--- src/rtl/cpu_mem_bridge_pkg.sv ---
// Shared types for the CPU mask-port to valid/ready memory bridge.
package cpu_mem_bridge_pkg;

  localparam int unsigned DEF_ADDR_W = 32;
  localparam int unsigned DEF_DATA_W = 32;
  localparam int unsigned DEF_MASK_W = DEF_DATA_W / 8;

  typedef enum logic [1:0] {
    IDLE,
    REQ,
    WAIT_RSP,
    RESP
  } state_t;

  typedef struct packed {
    logic [DEF_ADDR_W-1:0] addr;
    logic [DEF_MASK_W-1:0] mask;
    logic [DEF_DATA_W-1:0] wdata;
    logic                  we;
  } req_t;

  function automatic logic [DEF_ADDR_W-1:0] word_align(input logic [DEF_ADDR_W-1:0] addr);
    return {addr[DEF_ADDR_W-1:2], 2'b00};
  endfunction

endpackage

--- src/rtl/cpu_mem_bridge_timer.sv ---
// Clearable saturating response timer; o_expire_c is high once the count reaches TIMEOUT_CYCLES-1.
import cpu_mem_bridge_pkg::*;

module cpu_mem_bridge_timer #(
  parameter int unsigned TIMEOUT_CYCLES = 1024
) (
  input  logic clk,
  input  logic rst_n,
  input  logic i_clear,
  input  logic i_en,
  output logic o_expire_c
);

  localparam int unsigned CNT_W = (TIMEOUT_CYCLES > 1) ? $clog2(TIMEOUT_CYCLES) : 1;
  localparam logic [CNT_W-1:0] LAST = CNT_W'(TIMEOUT_CYCLES - 1);

  logic [CNT_W-1:0] r_count;

  always_ff @(posedge clk or negedge rst_n) begin
    if (!rst_n) begin
      r_count <= '0;
    end else if (i_clear) begin
      r_count <= '0;
    end else if (i_en && (r_count != LAST)) begin
      r_count <= r_count + CNT_W'(1);
    end
  end

  assign o_expire_c = (r_count == LAST);

endmodule

--- src/rtl/cpu_mem_bridge.sv ---
// Bridges one CPU mask-style request at a time onto a valid/ready memory channel.
// Optional misaligned-address rejection: define CPU_MEM_BRIDGE_ALIGN_CHECK_EN.
import cpu_mem_bridge_pkg::*;

module cpu_mem_bridge #(
  parameter int unsigned ADDR_W         = DEF_ADDR_W,
  parameter int unsigned DATA_W         = DEF_DATA_W,
  parameter int unsigned TIMEOUT_CYCLES = 1024
) (
  input  logic                clk,
  input  logic                rst_n,
  input  logic [ADDR_W-1:0]   cpu_addr,
  input  logic [DATA_W/8-1:0] cpu_rmask,
  input  logic [DATA_W/8-1:0] cpu_wmask,
  input  logic [DATA_W-1:0]   cpu_wdata,
  output logic [DATA_W-1:0]   cpu_rdata,
  output logic                cpu_resp,
  output logic                req_valid,
  input  logic                req_ready,
  output logic                req_we,
  output logic [ADDR_W-1:0]   req_addr,
  output logic [DATA_W/8-1:0] req_mask,
  output logic [DATA_W-1:0]   req_wdata,
  input  logic                rsp_valid,
  input  logic [DATA_W-1:0]   rsp_rdata,
  output logic                error
);

  state_t              r_state, w_state_nxt;
  req_t                r_req, w_req_nxt;
  logic                r_valid, w_valid_nxt;
  logic                r_resp, w_resp_nxt;
  logic [DATA_W-1:0]   r_rdata, w_rdata_nxt;
  logic                r_error, w_error_nxt;
  logic                w_cpu_req;
  logic                w_misaligned;
  logic                w_timer_clr;
  logic                w_timer_en;
  logic                w_timeout;

  assign w_cpu_req = |(cpu_rmask | cpu_wmask);

`ifdef CPU_MEM_BRIDGE_ALIGN_CHECK_EN
  assign w_misaligned = |cpu_addr[1:0];
`else
  assign w_misaligned = 1'b0;
`endif

  // Timer only runs while waiting for a response; it restarts on every entry to WAIT_RSP.
  assign w_timer_clr = (r_state != WAIT_RSP);
  assign w_timer_en  = (r_state == WAIT_RSP) && !rsp_valid;

  cpu_mem_bridge_timer #(
    .TIMEOUT_CYCLES(TIMEOUT_CYCLES)
  ) u_timer (
    .clk       (clk),
    .rst_n     (rst_n),
    .i_clear   (w_timer_clr),
    .i_en      (w_timer_en),
    .o_expire_c(w_timeout)
  );

  always_ff @(posedge clk or negedge rst_n) begin
    if (!rst_n) begin
      r_state <= IDLE;
      r_req   <= '0;
      r_valid <= 1'b0;
      r_resp  <= 1'b0;
      r_rdata <= '0;
      r_error <= 1'b0;
    end else begin
      r_state <= w_state_nxt;
      r_req   <= w_req_nxt;
      r_valid <= w_valid_nxt;
      r_resp  <= w_resp_nxt;
      r_rdata <= w_rdata_nxt;
      r_error <= w_error_nxt;
    end
  end

  always_comb begin
    w_state_nxt = r_state;
    w_req_nxt   = r_req;
    w_valid_nxt = r_valid;
    w_resp_nxt  = 1'b0;
    w_rdata_nxt = r_rdata;
    w_error_nxt = r_error;

    // CPU must wait for resp before issuing again; stray responses are protocol errors.
    if ((r_state != IDLE) && w_cpu_req) w_error_nxt = 1'b1;
    if ((r_state != WAIT_RSP) && rsp_valid) w_error_nxt = 1'b1;

    unique case (r_state)
      IDLE: begin
        if (w_cpu_req) begin
          if ((|cpu_rmask) && (|cpu_wmask)) w_error_nxt = 1'b1;
          if (w_misaligned) begin
            w_error_nxt = 1'b1;
            w_resp_nxt  = 1'b1;
            w_rdata_nxt = '0;
            w_state_nxt = RESP;
          end else begin
            w_req_nxt.addr  = word_align(cpu_addr);
            w_req_nxt.we    = |cpu_wmask;
            w_req_nxt.mask  = (|cpu_wmask) ? cpu_wmask : cpu_rmask;
            w_req_nxt.wdata = cpu_wdata;
            w_valid_nxt     = 1'b1;
            w_state_nxt     = REQ;
          end
        end
      end
      REQ: begin
        if (req_ready) begin
          w_valid_nxt = 1'b0;
          w_state_nxt = WAIT_RSP;
        end
      end
      WAIT_RSP: begin
        if (rsp_valid) begin
          w_resp_nxt  = 1'b1;
          w_rdata_nxt = r_req.we ? '0 : rsp_rdata;
          w_state_nxt = RESP;
        end else if (w_timeout) begin
          w_error_nxt = 1'b1;
          w_resp_nxt  = 1'b1;
          w_rdata_nxt = '0;
          w_state_nxt = RESP;
        end
      end
      RESP: begin
        w_state_nxt = IDLE;
      end
      default: begin
        w_state_nxt = IDLE;
      end
    endcase
  end

  assign cpu_rdata = r_rdata;
  assign cpu_resp  = r_resp;
  assign req_valid = r_valid;
  assign req_we    = r_req.we;
  assign req_addr  = r_req.addr;
  assign req_mask  = r_req.mask;
  assign req_wdata = r_req.wdata;
  assign error     = r_error;

endmodule

--- config.mk ---
export PLATFORM = sky130hd
export DESIGN_NAME = cpu_mem_bridge
export DESIGN_NICKNAME = d
export VERILOG_FILES = /design/src/rtl/cpu_mem_bridge_pkg.sv /design/src/rtl/cpu_mem_bridge_timer.sv /design/src/rtl/cpu_mem_bridge.sv
export SDC_FILE = /design/constraint.sdc
export NUM_CORES = 1
export LEC_CHECK = 0
export CAP_MARGIN = 20
export CORE_ASPECT_RATIO = 0.9
export CORE_UTILIZATION = 38
export DETAILED_ROUTE_END_ITERATION = 8
export GPL_ROUTABILITY_DRIVEN = 0
export GPL_TIMING_DRIVEN = 0
export PLACE_DENSITY = 0.73
export SYNTH_ARGS = -nofsm -noshare
export SYNTH_HDL_FRONTEND = slang
export SYNTH_HIERARCHICAL = 1
export SYNTH_SLANG_ARGS = --single-unit
--- constraint.sdc ---
create_clock -name clk -period 2.16 [get_ports clk]
set_clock_uncertainty 0.2 [all_clocks]
set_input_delay 0.324 -clock clk [delete_from_list [all_inputs] [get_ports clk]]
set_output_delay 0.324 -clock clk [all_outputs]
set_load 0.01 [all_outputs]
; Yosys cells after proc, flatten, opt, wreduce, memory -nomap -nowiden
; Index checks and enable logic that the tools add are counted.
[word_totals]
reg_bits = 114
in_bits = 108
elab_cells = 63
[op_classes]
n_addsub = 1
eq_ne = 9
n_mux = 24
n_bitwise = 1
n_reduce_logical = 18
[ops]
columns = operator, n
row1 = $mux 32, 3
row2 = $mux 10, 2
row3 = $reduce_or 4->1, 3
row4 = $mux 1, 11
row5 = $add 10x1->10 const B, 1
row6 = $eq 10x10->1 const B, 1
row7 = $ne 10x10->1 const B, 1
row8 = $mux 2, 4
row9 = $pmux 2 s4, 1
row10 = $reduce_bool 2->1, 4
row11 = $ne 2x2->1 const B, 3
row12 = $reduce_and 3->1, 2
row13 = $logic_and 1x1->1, 5
row14 = $eq 2x2->1 const B, 2
row15 = $mux 4, 1
row16 = $or 4x4->4, 1
row17 = $pmux 1 s2, 2
row18 = $reduce_and 2->1, 2
row19 = $ne 3x2->1 const B, 1
row20 = $eq 2x1->1 const B, 1
row21 = $logic_not 2->1, 1
row22 = $logic_not 1->1, 1

; Logic depth before layout (Yosys ltp)
; Gate-level depths: netlist of run 1.
[depth]
word_depth = 8
ltp_mapped = 8

; Cells and area by module
; Netlist of run 1, hierarchy kept.
[modules_own_cells]
columns = module, instances, cells_each, area_each_um2, seq_area_each_um2
row1 = cpu_mem_bridge, 1, 333, 4314.1, 2602.5
row2 = cpu_mem_bridge_timer, 1, 57, 540.5, 250.2

; Worst setup path after synthesis of run 1
; No wires, ideal clock.
[synth_timing]
kind = register -> register
start = register u_timer.r_count[0]
end = register r_state[1]
setup_time_ns = 0.125
arrival_time_ns = 1.838
required_ns = 1.835
setup_slack_ns = -0.003
stages_incl_launch_ff = 7
period_less_slack_ns = 2.163
path_cell_list = dfrtp_1 ha_1 nand3_1 nor3_1 nor3b_1 a311oi_1 mux2_2
[synth_via]
elab_chain_len = 3
[synth_rtl]
columns = element, line_no
row1 = from (decl), cpu_mem_bridge_timer.sv:17  ; logic [CNT_W-1:0] r_count;
row2 = from (signal assigned), cpu_mem_bridge_timer.sv:25  ; r_count <= r_count + CNT_W'(1);
row3 = $eq 10x10->1, cpu_mem_bridge_timer.sv:29  ; assign o_expire_c = (r_count == LAST);
row4 = via w_timeout, cpu_mem_bridge.sv:39  ; logic w_timeout;
row5 = $ne 3x2->1 (no source line), --
row6 = $reduce_and 3->1 (no source line), --
row7 = to (signal assigned), cpu_mem_bridge.sv:72  ; r_state <= w_state_nxt;
row8 = to (decl), cpu_mem_bridge.sv:29  ; state_t r_state, w_state_nxt;
; The timed path passes the listed nets, and every way through them passes these cells.
; A chain may end at the register's enable or synchronous reset.

; Final worst setup path of run 1
[layout_timing]
start = input cpu_rmask[2]
end = register r_req (netlist bit req_addr[21])
[layout_via]
elab_chain_len = 3
[layout_rtl]
columns = element, line_no
row1 = from (decl), cpu_mem_bridge.sv:13  ; input logic [DATA_W/8-1:0] cpu_rmask,
row2 = $or 4x4->4, cpu_mem_bridge.sv:41  ; assign w_cpu_req = |(cpu_rmask | cpu_wmask);
row3 = $reduce_or 4->1, cpu_mem_bridge.sv:41
row4 = $reduce_and 2->1 (no source line), --
row5 = to (signal assigned), cpu_mem_bridge.sv:73  ; r_req <= w_req_nxt;
row6 = to (decl), cpu_mem_bridge.sv:30  ; req_t r_req, w_req_nxt;
; No other way between the ends.

==> flow_summary.ini, run 1 <==
[clock_network]
cts_buffers = 17
cts_root_buf = clkbuf_16
cts_max_level = 4
clockBufferDepth = 2
clkTransAtPathRegs_ns = 0.05
clock-sinks = 114
cts_tree = built
clock_latency_ns = 0.41

[place]
dp_hpwl_um = 9130
portBuffers = 207
dpl_cell_area_um2 = 7160

[global_routing]
grt_max_degree = 61
grt_pass1_vias = 3926
grtUsageTotal_pct = 19.8
grt_first_pass_wirelength_um = 19900
antenna_found_initial = 0
overflow = 0

[die]
dieArea_um2 = 13200
start_util_pct = 39.6
die_w_um = 121
pin_count = 212
die_h_um = 109
rows = 38
core_region_area_um2 = 12300

[layout]
num-nets-final = 739
final-seq-area_um2 = 2850
drive_gt1_share_pct = 18.8
fin_area_um2 = 7940
multi_input_area_um2 = 1840
final_cell_mix = 200 x clkdlybuf4s50_1, 114 x dfrtp_1, 71 x nand2_1
fillers = 940
antennaDiodeCount = 0
syn_to_final_growth_pct = 63.6
layout.cells.most_common = clkdlybuf4s50_1

[timing]
setup_tns_ns = 0
finalCriticalPeriod_ns = 2.09
max_slew_margin_pct = 36.9
setup_violations = 0
maxSlewViolCount = 0
max_freq_mhz = 480
rsz0062_at_grt = no
min_period_over_period_pct = 96.6
tightest_slew_ns = 0.937
finalHoldViolations = 0
holdWs_ns = 0.0521

[setup_path]
critical_path_class = in -> reg
start_kind = primary input
cp.required_ns = 2.25
end_kind = flop
regToRegStartpoint = u_timer/r_count[6]
startpoint = cpu_rmask[2]
path_max_fanout = 10
worstPathArrival_ns = 2.17

[synth]
synth-edff-count = 0
ys_ff_latch = 114
synthArstFlopShare_pct = 100
syn_inst = 390
syn_area_um2 = 4850
ys.warnings.count = 6
synthFlopType = dfrtp_1
avgSynthCellArea_um2 = 12.4
yosysSeqAreaShare_pct = 58.8
synth_cell_types = 42

[route]
routed_wl_um = 12500
dr.pass1.iters = 4
drt-initial-drc-count = 160
vias = 3809
route.detailed.wl_per_inst_um = 15.6
drc_errors = 0
drtAntennaViolNets = 0
vias_per_cell = 4.78

[min_path]
worstHoldStart = cpu_wmask[3]
hold_path.class = in -> reg

[run_status]
status = finished clean

[power_and_ir_drop]
p_per_area_nw_per_um2 = 1500
p_leak_nw = 3.49
ir_drop_uv = 792

[run]
drv_cap = 0
[cell type report]
type,instances,share of cell area (%)
Sequential cell,114,35.9
Timing Repair Buffer,216,27.6
Multi-Input combinational cell,241,23.1
Clock buffer,18,5.40
Tap cell,160,2.52
Clock inverter,12,2.39
Buffer,22,2.38
Inverter,14,0.662
[power by group]
part / switching, W / internal, W
Sequential: 0.000520 / 0.00313
Clock: 0.000934 / 0.00202
Combinational: 0.00209 / 0.00325
Total: 0.00354 / 0.00840
[flip-flops by register name, indices dropped and copies added (netlist names)]
| signal | flops |
|---|---|
| cpu_rdata | 32 |
| req_wdata | 32 |
| req_addr | 30 |
| u_timer/r_count | 10 |
| req_mask | 4 |
| r_state | 2 |
| cpu_resp | 1 |
| error | 1 |
| req_valid | 1 |
| req_we | 1 |
[layer usage]
layer  up-vias  GRT usage [%]  part of all wire, %
li1       1810              -                    -
met5         -              0                    0
met3        12           5.44                  5.8
met2       135           33.6                   50
met1      1852           23.8                   43
met4         0           8.29                  1.2
[path summary, 6_finish.rpt]
check,to,slack [ns],cells past startpoint
min in group asynchronous,req_addr[11],0.31,2
min,req_mask[3],0.05,3
max,req_addr[21],0.07,6
max in group asynchronous,req_mask[0],0.71,3
min reg2reg,cpu_rdata[21],0.28,2
max reg2reg,r_state[1],0.10,5
[worst max-delay path, stage by stage]
cell             delay [ns]
clkdlybuf4s50_1        0.45
or4_4                  0.47
o21ai_4                0.27
buf_12                 0.18
buf_12                 0.15
mux2_4                 0.31
[synthesized netlist by cell type (5+ instances only)]
library cell	count	area share, %
o21ai_0	40	4.1
nand2_1	71	5.5
mux2_2	27	6.3
ha_1	5	1.3
mux2_1	6	1.4
mux2_4	30	9.3
a21oi_1	6	0.62
clkbuf_1	13	1.0
dfrtp_1	114	59
nor2_1	8	0.62
inv_1	14	1.1
[what timing repair did]
| item | CTS | global route |
|---|---|---|
| endpoints found under the hold margin | 54 | 0 |
| cloned | 0 | 1 |
| gates resized for setup | 14 | 16 |
| pin swaps | 1 | 4 |
| endpoints found under the setup margin | 68 | 72 |
| setup buffers | 1 | 5 |
| hold buffers | 1 | 0 |
[logic make-up after synthesis]
group | Yosys count | synth area share [%]
other | 1 | 0.0772
multiplexers | 66 | 17.6
flip-flops | 114 | 58.8
buffers and inverters | 36 | 4.48
XOR/XNOR | 2 | 0.361
adder cells (fa/ha/maj) | 6 | 1.49
AO/OA/AOI/OAI | 61 | 7.78
AND/OR/NAND/NOR | 104 | 9.48
[through the flow]
step | power [W] | util [%] | cells | worst slack, ns
after detailed placement | 0.00886 | 58.4 | 759 | -0.458
final | 0.0119 | 64.8 | 797 | 0.0745
after global placement | 0.00871 | 58.2 | 758 | -3.77
after CTS | 0.0119 | 63.9 | 791 | 0.000883
after floorplan | 0.00619 | - | 391 | 0.0398
after global routing | 0.0126 | 64.8 | 797 | 0.0121
No activity file was read; power rests on OpenSTA's default activity.
==> run 2, diff against run 1 <==
--- a/config.mk
+++ b/config.mk
@@ -6,5 +6,4 @@
 export NUM_CORES = 1
 export LEC_CHECK = 0
-export CAP_MARGIN = 20
 export CORE_ASPECT_RATIO = 0.9
 export CORE_UTILIZATION = 38
@@ -13,4 +12,5 @@
 export GPL_TIMING_DRIVEN = 0
 export PLACE_DENSITY = 0.73
+export SLEW_MARGIN = 5
 export SYNTH_ARGS = -nofsm -noshare
 export SYNTH_HDL_FRONTEND = slang
--- a/constraint.sdc
+++ b/constraint.sdc
@@ -3,3 +3,3 @@
 set_input_delay 0.324 -clock clk [delete_from_list [all_inputs] [get_ports clk]]
 set_output_delay 0.324 -clock clk [all_outputs]
-set_load 0.01 [all_outputs]
+set_load 0.05 [all_outputs]
==> flow_summary.ini, run 2 (synthesis results as in run 1) <==
[clock_network]
cts_buffers = 17
cts_max_level = 4
clkTransAtPathRegs_ns = 0.05
clock-sinks = 114
clock_latency_ns = 0.41
clockBufferDepth = 2
cts_root_buf = clkbuf_16
cts_tree = built

[layout]
antennaDiodeCount = 0
final_cells = 795
fillers = 936
syn_to_final_growth_pct = 63.2
drive_gt1_share_pct = 18.7
utilization_pct = 64.6
multi_input_area_um2 = 1850
layout.cells.most_common = clkdlybuf4s50_1
final_cell_mix = 196 x clkdlybuf4s50_1, 114 x dfrtp_1, 71 x nand2_1
final-seq-area_um2 = 2850
num-nets-final = 735

[setup_path]
r2r_slack_ns = 0.11
crit_family = buffers and inverters
critical_path_class = in -> reg
crit_path_top_delay_cell = or4_4
max_stage_delay_ns = 0.59
end_kind = flop
r2r_end = r_state[1]
path_buf_inv = 3
crit_chain = clkdlybuf4s50_1, or4_4, o21ai_4, buf_12, buf_4, mux2_2
worstPathArrival_ns = 2.21
cp.required_ns = 2.25
regToRegStartpoint = u_timer/r_count[6]
path_max_fanout = 8
start_kind = primary input
reg2reg_depth = 5

[timing]
tightest_slew_ns = 0.933
rsz0062_at_grt = yes
finalCriticalPeriod_ns = 2.12
setup_tns_ns = 0
setup_violations = 0
maxSlewViolCount = 0
max_freq_mhz = 472
finalHoldViolations = 0
worst_slack_ns = 0.0398
max_slew_margin_pct = 37.2
min_period_over_period_pct = 98.2

[place]
dp_hpwl_um = 9030
dp_slack_ns = -0.461
portBuffers = 207
numPlacedInstances = 759

[die]
pin_count = 212
rows = 38
dieArea_um2 = 13200
die_h_um = 109
start_util_pct = 39.6
core_region_area_um2 = 12300
die_w_um = 121

[route]
vias_per_cell = 4.79
drt-initial-drc-count = 200
drc_errors = 0
vias = 3809
dr.pass1.iters = 4
route.detailed.wl_per_inst_um = 15.7
drtAntennaViolNets = 0
routed_wl_um = 12500

[global_routing]
antenna_found_initial = 0
overflow = 0
grt_first_pass_wirelength_um = 19900
grt_max_degree = 59
grt_pass1_vias = 3877
grtUsageTotal_pct = 19.9

[run]
drv_cap = 0

[min_path]
worstHoldStart = cpu_rmask[2]
hold_path.class = in -> reg
min_delay_path_depth = 3
worstHoldEndpoint = req_mask[2]

[run_status]
status = finished clean

[power_and_ir_drop]
ir_drop_uv = 959
p_leak_nw = 3.49
p_per_area_nw_per_um2 = 1870
## run 2: cell types whose count changed in the layout (fill, tap and decap cells not counted), moves of 2 or more
cell             previous run  this run
buf_2                       3         1
clkbuf_2                    2         4
dlygate4sd2_1               0         2
clkbuf_8                    0         3
clkdlybuf4s50_1           200       196
dlymetal6s2s_1              6         8
nor4_2                      0         2
nor4_1                      3         1
buf_4                      11         7
## run 2: where the power goes
part           leakage, nW  switching (W)  internal, W
Combinational         1.77        0.00501      0.00317
Clock                0.306       0.000949      0.00201
Sequential            1.41       0.000517      0.00313
Total                 3.49        0.00648      0.00831
## run 2: timing repair
item	4_1_cts	5_1_grt
pin swaps	1	3
endpoints found under the hold margin	56	0
hold buffers	1	0
setup endpoints to repair	48	79
setup buffers	0	3
resized for setup	14	19
## run 2: metrics by stage
step	instance area, µm²	hold slack [ns]	power (W)
floorplan	4860	-0.172	0.00909
global placement	7140	0.262	0.0116
detailed placement	7160	0.128	0.0118
CTS	7830	0.228	0.0148
global route	7930	0.242	0.0155
finish	7930	0.184	0.0148
## run 2: cell type report
class	instances	share of cell area, %
timing repair buffer	212	27.1
clock buffer	22	5.98
tap	160	2.53
inverter	14	0.663
buffer	22	2.38
sequential	114	36.0
multi-input combinational	241	23.4
clock inverter	10	1.96
## run 2: worst max path at each step
| stage | startpoint | to | slack, ns | cells after the start |
|---|---|---|---|---|
| after CTS | cpu_wmask[0] | req_addr[30] | 0.002 | 6 |
| after floorplan | u_timer/r_count[0] | r_state[1] | 0.04 | 6 |
| after global placement | rst_n | req_addr[26] | -3.77 | 1 |
| after detailed placement | cpu_wmask[0] | req_addr[29] | -0.46 | 6 |
| after global routing | cpu_rmask[1] | r_state[1] | -0.01 | 4 |
| final | cpu_wmask[1] | req_wdata[3] | 0.04 | 6 |
## run 2: layer usage
metal | vias to the layer above | GRT usage [%] | share of wire [%]
li1 | 1810 | - | -
met1 | 1854 | 23.8 | 43
met2 | 133 | 33.2 | 49
met3 | 12 | 5.91 | 6.2
met4 | 0 | 8.91 | 1.1
met5 | - | 0 | 0
## run 2: worst register-to-register path, cell delays in order, from the launching register on
cell and delay, ns:
dfrtp_1 0.43, nand4_1 0.25, nor3_4 0.27, nor3b_1 0.08
a311oi_2 0.33, mux2_2 0.37
